`src/rtl/cc_stream.sv`:
```
// rtl/cc_stream.sv - streaming four-operand compute core: collect, sort, mean-remove, evaluate
// Operands are held at 6 bits so mean-removed values (range -15..15) never overflow.
module cc_stream (
    input  logic       clk,
    input  logic       rst_n,
    input  logic       in_valid,
    input  logic [3:0] in_data,
    input  logic [2:0] in_opt,
    output logic       in_ready,
    output logic       out_valid,
    output logic [8:0] out_data,
    input  logic       out_ready
);

    typedef enum logic [3:0] {
        S_IDLE,
        S_COLLECT,
        S_SORT0,
        S_SORT1,
        S_SORT2,
        S_SORT3,
        S_MEAN,
        S_CALC,
        S_OUT
    } state_t;

    state_t             state_q, state_d;
    logic [1:0]         cnt_q, cnt_d;
    logic [2:0]         opt_q, opt_d;
    logic signed [5:0]  n_q [4];
    logic signed [5:0]  n_d [4];
    logic [8:0]         res_q, res_d;

    logic               accept;
    logic signed [5:0]  din_w;
    logic signed [5:0]  sum_w;
    logic signed [5:0]  adj_w;
    logic signed [5:0]  mean_w;
    logic signed [11:0] e0, e1, e2, e3;
    logic signed [11:0] prod_a, prod_b, calc_w;

    assign in_ready  = (state_q == S_IDLE) || (state_q == S_COLLECT);
    assign out_valid = (state_q == S_OUT);
    assign out_data  = res_q;
    assign accept    = in_valid && in_ready;
    assign din_w     = {{2{in_data[3]}}, in_data};

    // Arithmetic shift floors; biasing negative sums by 3 turns it into truncation toward zero.
    assign sum_w  = n_q[0] + n_q[1] + n_q[2] + n_q[3];
    assign adj_w  = sum_w + (sum_w[5] ? 6'sd3 : 6'sd0);
    assign mean_w = adj_w >>> 2;

    assign e0 = {{6{n_q[0][5]}}, n_q[0]};
    assign e1 = {{6{n_q[1][5]}}, n_q[1]};
    assign e2 = {{6{n_q[2][5]}}, n_q[2]};
    assign e3 = {{6{n_q[3][5]}}, n_q[3]};

    assign prod_a = (e3 + e2) * e1;
    assign prod_b = ((e1 * e0) <<< 1) + e3;
    assign calc_w = opt_q[2] ? prod_b : prod_a;

    always_comb begin
        state_d = state_q;
        cnt_d   = cnt_q;
        opt_d   = opt_q;
        n_d     = n_q;
        res_d   = res_q;
        case (state_q)
            S_IDLE: begin
                if (accept) begin
                    n_d[0]  = din_w;
                    opt_d   = in_opt;
                    cnt_d   = 2'd1;
                    state_d = S_COLLECT;
                end
            end
            S_COLLECT: begin
                if (accept) begin
                    n_d[cnt_q] = din_w;
                    cnt_d      = cnt_q + 2'd1;
                    if (cnt_q == 2'd3) begin
                        state_d = S_SORT0;
                    end
                end
            end
            S_SORT0, S_SORT2: begin
                if (opt_q[0] && (n_q[0] < n_q[1])) begin
                    n_d[0] = n_q[1];
                    n_d[1] = n_q[0];
                end
                if (opt_q[0] && (n_q[2] < n_q[3])) begin
                    n_d[2] = n_q[3];
                    n_d[3] = n_q[2];
                end
                state_d = (state_q == S_SORT0) ? S_SORT1 : S_SORT3;
            end
            S_SORT1, S_SORT3: begin
                if (opt_q[0] && (n_q[1] < n_q[2])) begin
                    n_d[1] = n_q[2];
                    n_d[2] = n_q[1];
                end
                state_d = (state_q == S_SORT1) ? S_SORT2 : S_MEAN;
            end
            S_MEAN: begin
                if (opt_q[1]) begin
                    for (int i = 0; i < 4; i++) begin
                        n_d[i] = n_q[i] - mean_w;
                    end
                end
                state_d = S_CALC;
            end
            S_CALC: begin
                res_d   = calc_w[8:0];
                state_d = S_OUT;
            end
            S_OUT: begin
                if (out_ready) begin
                    state_d = S_IDLE;
                end
            end
            default: state_d = S_IDLE;
        endcase
    end

    always_ff @(posedge clk) begin
        if (!rst_n) begin
            state_q <= S_IDLE;
            cnt_q   <= 2'd0;
            opt_q   <= 3'd0;
            res_q   <= 9'd0;
            for (int i = 0; i < 4; i++) begin
                n_q[i] <= 6'sd0;
            end
        end else begin
            state_q <= state_d;
            cnt_q   <= cnt_d;
            opt_q   <= opt_d;
            res_q   <= res_d;
            n_q     <= n_d;
        end
    end

endmodule

```
`config.mk`:
```
export PLATFORM = sky130hd
export DESIGN_NAME = cc_stream
export DESIGN_NICKNAME = d
export VERILOG_FILES = /design/src/rtl/cc_stream.sv
export SDC_FILE = /design/constraint.sdc
export NUM_CORES = 1
export LEC_CHECK = 0
export ABC_AREA = 1
export CORE_MARGIN = 4
export CORE_UTILIZATION = 55
export DETAILED_ROUTE_END_ITERATION = 7
export GPL_TIMING_DRIVEN = 0
export PLACE_DENSITY_LB_ADDON = 0.2
export REMOVE_ABC_BUFFERS = 1
export SETUP_SLACK_MARGIN = 0.15
export SYNTH_ARGS = -nofsm -noshare
export SYNTH_HDL_FRONTEND = slang
export SYNTH_SLANG_ARGS = --single-unit
```
`constraint.sdc`:
```
create_clock -name clk -period 7.2 [get_ports clk]
set_input_delay 1.44 -clock clk [delete_from_list [all_inputs] [get_ports clk]]
set_output_delay 1.44 -clock clk [all_outputs]
set_load 0.1 [all_outputs]
```
==> impl_results.rst, run 1 <==
.. list-table::
   :header-rows: 1

   * - Metric
     - Value
   * - Status
     - finished clean
   * - Internal power component
     - ~0.9 mW
   * - Setup TNS
     - 0 ps
   * - Number of distinct library cell variants in the gate-level netlist after synthesis
     - 48
   * - Worst hold path cell count
     - 2
   * - Flop pwr share
     - 17.2%
   * - Nets@finish
     - between 1k and 1.5k
   * - Yosys synthesis warning count
     - 0
   * - Antenna violations before repair
     - 0
   * - Number of fill cells
     - between 1k and 1.5k
   * - Number of inserted diodes
     - 0
   * - Total wire length after detailed routing
     - between 15 and 20 mm
   * - Final count of hold timing violations
     - 0
   * - Worst hold slack across all endpoints
     - between 400 and 500 ps
   * - Number of enable-type register cells in the synthesized netlist
     - 0
   * - CTS Root Buffer Type
     - sky130_fd_sc_hd__clkbuf_16
   * - Maximum buffer depth of the clock tree
     - 2
   * - Hold Crit Endpoint
     - opt_q[1]$_SDFFE_PN0P_
   * - Startpoint of the worst hold path
     - opt_q[1]$_SDFFE_PN0P_
   * - Critical path endpoint category
     - register
   * - Final-report setup violation count
     - 0
   * - Met3 track demand over resource
     - 3.58%
   * - Post-synthesis instance area
     - approximately 0.0065 mm²
   * - Data arrival time of the critical path
     - approximately 6100 ps
   * - Most used DFF post-synth
     - sky130_fd_sc_hd__dfxtp_1
   * - Relative slew slack
     - 20.8%
   * - Clock Power Share
     - between 10% and 20%
   * - Pin count of the biggest net entering global routing
     - 29
   * - First-pass DRT Iterations
     - 5
   * - Post-route cell area
     - a little under 0.007 mm²
   * - Post_cts resized
     - 0
   * - Number of vias after detailed routing
     - just over 6k
   * - I/O pin count
     - 22
   * - Number of global-route vias before repair
     - between 5k and 6k
   * - # clock sinks
     - between 40 and 50
   * - Top cells by area in the synthesized netlist
     - sky130_fd_sc_hd__ha_1 15%, sky130_fd_sc_hd__fa_1 14%, sky130_fd_sc_hd__dfxtp_1 13%
   * - Net load switching power
     - between 1 and 1.5 mW
   * - Post-CTS setup repair buffer count
     - 0
   * - Share of async-settable or async-resettable flops after synthesis
     - 0%
   * - Part of the Yosys area used for sequential elements
     - 13.0%
   * - Category of the critical setup timing path
     - reg2reg
   * - Worst endpoint required time
     - around 7400 ps
   * - Most Used Layer, Global Route
     - met2
   * - RSZ-0062 raised after global routing
     - false
   * - Number of synthesized register bits
     - 42
   * - Clock input transition at the sequential cells of the worst setup and hold paths
     - 70 ps
   * - Final core occ
     - approximately three fifths
   * - Area Growth Syn to Fin
     - 7.13%
   * - Share of the synthesized area in the top cell type
     - approximately 15%
   * - Slack of the worst reg-to-reg path
     - about 1300 ps
   * - Share of layout cells above drive strength 1
     - between 4 and 5%
   * - Die Y-Extent
     - about 120 µm
   * - Worst setup SP type
     - register
   * - Worst skew pair latency
     - around 290 ps
   * - Largest clock skew in the final design
     - 8.26 ps
   * - First-pass GRT wire length
     - between 20 and 30 mm
   * - Worst path max stage delay
     - 550 ps
   * - Mean instance size in the synthesized netlist
     - between 6 and 7 µm²
   * - I/O Buffers
     - 21
   * - Top fanout value on the critical path
     - 6
   * - GR Util met1
     - 39.7%
   * - Total Power Consumption
     - 1.92 mW
   * - Area taken by flip-flops and latches
     - approximately 840 µm²
   * - Worst-Margin Slew
     - 1190 ps
   * - Synthesized netlist cell count
     - roughly 940
   * - Maximum vdd drop
     - between 0.2 and 0.25 mV
   * - Multi-input combinational cell area
     - ~0.0048 mm²
   * - Width of the die
     - about 120 µm
   * - Max-slew violation count
     - 0
   * - CTS H-tree lvls
     - 2
   * - Via/cell ratio
     - 5.59
   * - Weighted congestion at the end of routability-driven global placement
     - a little over 0.9
   * - Worst min-delay path category
     - reg2reg
   * - HPWL reported at the end of detailed placement
     - roughly 14 mm
   * - Post-layout min period
     - 5910 ps
   * - Number of buffers inserted during clock tree synthesis
     - 5
   * - Area post-placement
     - around 0.0067 mm²
   * - Area of the die
     - 0.0135 mm²
   * - Hold Buf Count CTS
     - 0
   * - Timing-limited maximum frequency
     - 169 MHz
   * - Routed length per placed instance
     - approximately 16 µm
   * - Fraction of the cycle the final worst path needs
     - 82.1%
   * - Slowest cell on crit path
     - sky130_fd_sc_hd__fa_1
   * - Met2 Usage GRT
     - about 44%
   * - Yosys top cell by area
     - sky130_fd_sc_hd__ha_1
   * - Power per Cell Area
     - between 200 and 300 mW/mm²
   * - Leak
     - 3.63 nW
   * - Std-Cell Core Area
     - 0.0115 mm²
   * - Overflow after GRT
     - 0
   * - Path depth of the worst reg2reg path
     - 25
   * - Residual antenna-violating net count after detailed routing
     - 0
   * - Portion of total power attributed to combinational logic
     - approximately two thirds
   * - Crit Reg-Reg Endpoint
     - out_data[8]$_SDFFE_PN0P_
   * - Initial core utilization
     - 56.3%
   * - Number of violations reported at the end of detailed-routing iteration 0
     - 463
   * - CTS tree
     - built
   * - Number of max-capacitance violations reported
     - 0
   * - Number of rows in the core area
     - 39
   * - Total Routing Usage GR
     - 27.7%
   * - Residual DRC count
     - 0
   * - Switching Fraction
     - between 50% and 60%
## metrics by stage
stage               setup slack (ps)  instances
floorplan                       2130        921
global placement                1430       1085
detailed placement              1420       1085
CTS                             1330       1093
global route                     891       1093
finish                          1290       1093
## critical path, delay by kind of cell, from the launching register on
| kind | cells | cell delay [ps] |
|---|---|---|
| buf+inv | 5 | 480 |
| simple gates | 7 | 630 |
| flops | 1 | 530 |
| fa+ha+maj | 6 | 2900 |
| xor+xnor | 3 | 730 |
| compound gates | 4 | 570 |
## cell families after synthesis
logic type                 count (synthesis)  synth area share, %
AOI/OAI and AO/OA                        180                 16.2
xor gates and xnor gates                  35                 4.98
adders and majority gates                124                 29.4
buffers and inverters                    214                 13.1
DFF                                       42                 13.0
and+or+nand+nor                          349                 23.4
## power by group through the flow
stage	sequential [mW]	combinational, mW	clock (mW)
6_report	0.331	1.29	0.307
5_1_grt	0.334	1.46	0.319
4_1_cts	0.328	1.27	0.311
3_5_place_dp	0.334	1.26	0
3_3_place_gp	0.333	1.24	0
2_1_floorplan	0.302	0.985	0
## final cells by class
class,count,area share (%)
inverter,191,10.4
clock buffer,6,2.01
tap,143,2.58
clock inverter,2,0.868
timing repair buffer,21,3.04
sequential,42,12.1
multi-input combinational,688,69.0
## synth_stat cells, types with 11 or more instances
library cell                 n
sky130_fd_sc_hd__ha_1       78
sky130_fd_sc_hd__nand2_1   193
sky130_fd_sc_hd__a21oi_1    67
sky130_fd_sc_hd__nand3_1    57
sky130_fd_sc_hd__dfxtp_1    42
sky130_fd_sc_hd__fa_1       46
sky130_fd_sc_hd__clkbuf_1   11
sky130_fd_sc_hd__inv_1     184
sky130_fd_sc_hd__o21ai_0    59
sky130_fd_sc_hd__nor2_1     56
sky130_fd_sc_hd__xor2_1     24
## routing by layer
layer | part of all wire [%] | wire [µm]
met5 | 0 | 0
met3 | 8.4 | 1500
met4 | 3.3 | 580
met2 | 43 | 7710
met1 | 45 | 7970
## cells in the final DEF, fill, tap and decap left out, types with 6 or more instances in the layout
cell,n
sky130_fd_sc_hd__inv_1,184
sky130_fd_sc_hd__o22ai_1,9
sky130_fd_sc_hd__inv_2,6
sky130_fd_sc_hd__o211ai_1,8
sky130_fd_sc_hd__ha_1,78
sky130_fd_sc_hd__dfxtp_1,42
sky130_fd_sc_hd__a31oi_1,8
sky130_fd_sc_hd__nand2_2,7
sky130_fd_sc_hd__o21ai_0,59
sky130_fd_sc_hd__fa_1,46
sky130_fd_sc_hd__nand3_1,57
sky130_fd_sc_hd__nor2_1,56
sky130_fd_sc_hd__a21oi_1,67
sky130_fd_sc_hd__nand2_1,193
sky130_fd_sc_hd__nand3b_1,8
sky130_fd_sc_hd__clkdlybuf4s50_1,21
sky130_fd_sc_hd__nor2_2,7
sky130_fd_sc_hd__nand4_1,8
sky130_fd_sc_hd__xnor2_1,9
sky130_fd_sc_hd__xor2_1,24
## worst max-delay path by stage
| stage | startpoint | to | slack [ps] | depth (start not counted) |
|---|---|---|---|---|
| floorplan | register | out_data[8]$_SDFFE_PN0P_ | 2130 | 25 |
| global placement | register | out_data[8]$_SDFFE_PN0P_ | 1430 | 25 |
| detailed placement | register | out_data[8]$_SDFFE_PN0P_ | 1420 | 25 |
| CTS | register | out_data[8]$_SDFFE_PN0P_ | 1330 | 25 |
| global route | register | out_data[8]$_SDFFE_PN0P_ | 890 | 25 |
| finish | register | out_data[8]$_SDFFE_PN0P_ | 1290 | 25 |
No activity file was read; power rests on OpenSTA's default activity.
==> run 2, diff against run 1 <==
clock period = 4.84 ns   (was 7.2 ns; I/O delays follow)
==> run 2 against run 1 <==
The flow now finishes with violations (setup timing). Count of clock-buffer cells in the layout unchanged. Critical path depth unchanged. Routed wire length increased by 8.6%. Die area unchanged. First-iteration DRC count increased by 22%. Hold slack improved by 8.8 ps. Sequential share of layout area decreased by 0.42 points. Total power increased by 68%. Fmax increased by 16%.
==> impl_results.rst, run 2 (same netlist as run 1, synthesis figures left out) <==
.. list-table::
   :header-rows: 1

   * - Metric
     - Value
   * - Status
     - finished with violations
   * - Violations in the final reports
     - setup timing
   * - Depth of the critical timing path with buffers and inverters included
     - 25
   * - Std-Cell Core Area
     - between 0.01 and 0.015 mm²
   * - Layout Cells excl Fill
     - 1127
   * - Area of the die
     - 0.0135 mm²
   * - Data arrival time of the critical path
     - 5310 ps
   * - Residual DRC count
     - 0
   * - Residual antenna-violating net count after detailed routing
     - 0
   * - Net load switching power
     - 1.68 mW
   * - Flop pwr share
     - ~15%
   * - Slowest cell on crit path
     - sky130_fd_sc_hd__fa_1
   * - Clock Power Share
     - between 10% and 20%
   * - I/O Buffers
     - 21
   * - Maximum vdd drop
     - 0.324 mV
   * - Number of vias after detailed routing
     - 6430
   * - Weighted congestion at the end of routability-driven global placement
     - 0.927
   * - Internal power component
     - 1.54 mW
   * - First-pass GRT wire length
     - roughly 30 mm
   * - Via/cell ratio
     - approximately 5.7
   * - Final count of hold timing violations
     - 0
   * - Power per Cell Area
     - between 400 and 500 mW/mm²
   * - Worst hold slack across all endpoints
     - 491 ps
   * - Worst setup SP type
     - register
   * - Multi-input combinational cell area
     - roughly 0.005 mm²
   * - Timing-limited maximum frequency
     - about 200 MHz
   * - Max-slew violation count
     - 0
   * - Antenna violations before repair
     - 0
   * - Critical path endpoint category
     - register
   * - Switching Fraction
     - 52.1%
   * - I/O pin count
     - 22
   * - Most frequent cells in the layout
     - 185 x sky130_fd_sc_hd__nand2_1, 170 x sky130_fd_sc_hd__inv_1, 67 x sky130_fd_sc_hd__ha_1
   * - Worst path top cell family by delay
     - adder cells
   * - Number of violations reported at the end of detailed-routing iteration 0
     - between 500 and 600
   * - Top fanout value on the critical path
     - 3
   * - HPWL reported at the end of detailed placement
     - 13.7 mm
   * - Width of the die
     - about 120 µm
   * - Startpoint of the worst hold path
     - opt_q[1]$_SDFFE_PN0P_
   * - Buffers and inverters on the worst path
     - 5
   * - Maximum buffer depth of the clock tree
     - 2
   * - Leak
     - about 3.8 nW
   * - Category of the critical setup timing path
     - reg2reg
   * - Relative slew slack
     - 34.2%
   * - Hold Buf Count CTS
     - 0
   * - Number of inserted diodes
     - 0
   * - Overflow after GRT
     - 0
   * - Die Y-Extent
     - 116 µm
   * - Share of layout cells above drive strength 1
     - between 10% and 20%
   * - Final core occ
     - 65.8%
   * - Final-report setup violation count
     - 3
   * - Number of global-route vias before repair
     - between 5k and 6k
   * - Placed Instances
     - 1085
   * - Path depth of the worst reg2reg path
     - 25
   * - Portion of total power attributed to combinational logic
     - between 70% and 80%
   * - Largest clock skew in the final design
     - between 8 and 9 ps
   * - Clock input transition at the sequential cells of the worst setup and hold paths
     - 70 ps
   * - Number of buffers inserted during clock tree synthesis
     - 5
   * - CTS tree
     - built
   * - Worst path max stage delay
     - ~530 ps
   * - Nets@finish
     - 1118
   * - Number of fill cells
     - about 950
   * - Routed length per placed instance
     - around 17 µm
   * - Worst min-delay path category
     - reg2reg
   * - Area Growth Syn to Fin
     - 16.8%
   * - First-pass DRT Iterations
     - 5
   * - Worst-Margin Slew
     - ~980 ps
   * - Area taken by flip-flops and latches
     - 885 µm²
   * - Total Routing Usage GR
     - between 20% and 30%
   * - Number of rows in the core area
     - 39
   * - # clock sinks
     - 42
   * - Initial core utilization
     - 56.3%
   * - Fraction of the cycle the final worst path needs
     - 105%
   * - Worst endpoint required time
     - a little over 5000 ps
   * - Worst hold path cell count
     - 2
   * - RSZ-0062 raised after global routing
     - true
   * - Worst Slack Setup Final
     - -241 ps
   * - Total wire length after detailed routing
     - ~19 mm
   * - CTS Root Buffer Type
     - sky130_fd_sc_hd__clkbuf_16
   * - Most common cell after layout, fill and taps aside
     - sky130_fd_sc_hd__nand2_1
   * - Post-layout min period
     - 5080 ps
   * - Pin count of the biggest net entering global routing
     - 29
   * - CTS H-tree lvls
     - 2
   * - Number of max-capacitance violations reported
     - 0
   * - Worst skew pair latency
     - between 200 and 300 ps
run 2: cell count changes in the layout (fill, tap and decap cells not counted), sizes merged:
cell and change:
o31ai +1, inv -6, buf +33, clkinvlp +6
run 2: repair_timing:
item | in CTS | in global routing
buffers inserted | 10 | 23
hold endpoints to repair | 0 | 0
gates cloned | 1 | 0
gates resized for setup | 30 | 76
setup endpoints to repair | 28 | 24
pin swaps | 18 | 31
run 2: worst min-delay path: cells and delay by family, from the launching register on:
kind	cells	cell delay [ps]
AO/OA/AOI/OAI	1	60
flip-flops	1	300
buffers and inverters	1	80
run 2: cell type report:
cell class | instances | area share [%]
multi-input combinational | 689 | 67.3
sequential | 42 | 11.7
inverter | 191 | 9.87
timing repair buffer | 54 | 6.12
tap | 143 | 2.37
clock buffer | 6 | 1.84
clock inverter | 2 | 0.796
run 2: routing by layer:
metal / global-route usage (%) / wire, µm / up-vias
li1: - / - / 3113
met2: 45.0 / 8370 / 307
met4: 8.89 / 755 / 0
met3: 4.82 / 1830 / 64
met5: 0 / 0 / -
met1: 40.3 / 8350 / 2946
run 2: power groups by stage:
stage / logic, mW / registers (mW) / clock network, mW
finish: 2.28 / 0.484 / 0.461
global route: 2.55 / 0.488 / 0.474
CTS: 1.97 / 0.484 / 0.462
detailed placement: 1.87 / 0.496 / 0
global placement: 1.85 / 0.496 / 0
floorplan: 1.47 / 0.449 / 0
run 2: worst paths after layout:
check / slack [ps] / to
setup / recovery: -240 / out_data[8]$_SDFFE_PN0P_
hold / removal: 490 / opt_q[1]$_SDFFE_PN0P_
setup reg to reg: -240 / out_data[8]$_SDFFE_PN0P_
hold reg to reg: 490 / opt_q[1]$_SDFFE_PN0P_
run 2: through the flow:
step / setup slack (ps) / TNS [ps] / area (µm²) / power (mW)
3_5_place_dp: -942 / -11420 / 6720 / 2.37
2_1_floorplan: -231 / -231 / 6330 / 1.91
3_3_place_gp: -932 / -10010 / 6720 / 2.34
6_report: -241 / -351 / 7540 / 3.22
4_1_cts: -293 / -293 / 7120 / 2.92
5_1_grt: -459 / -984 / 7540 / 3.51
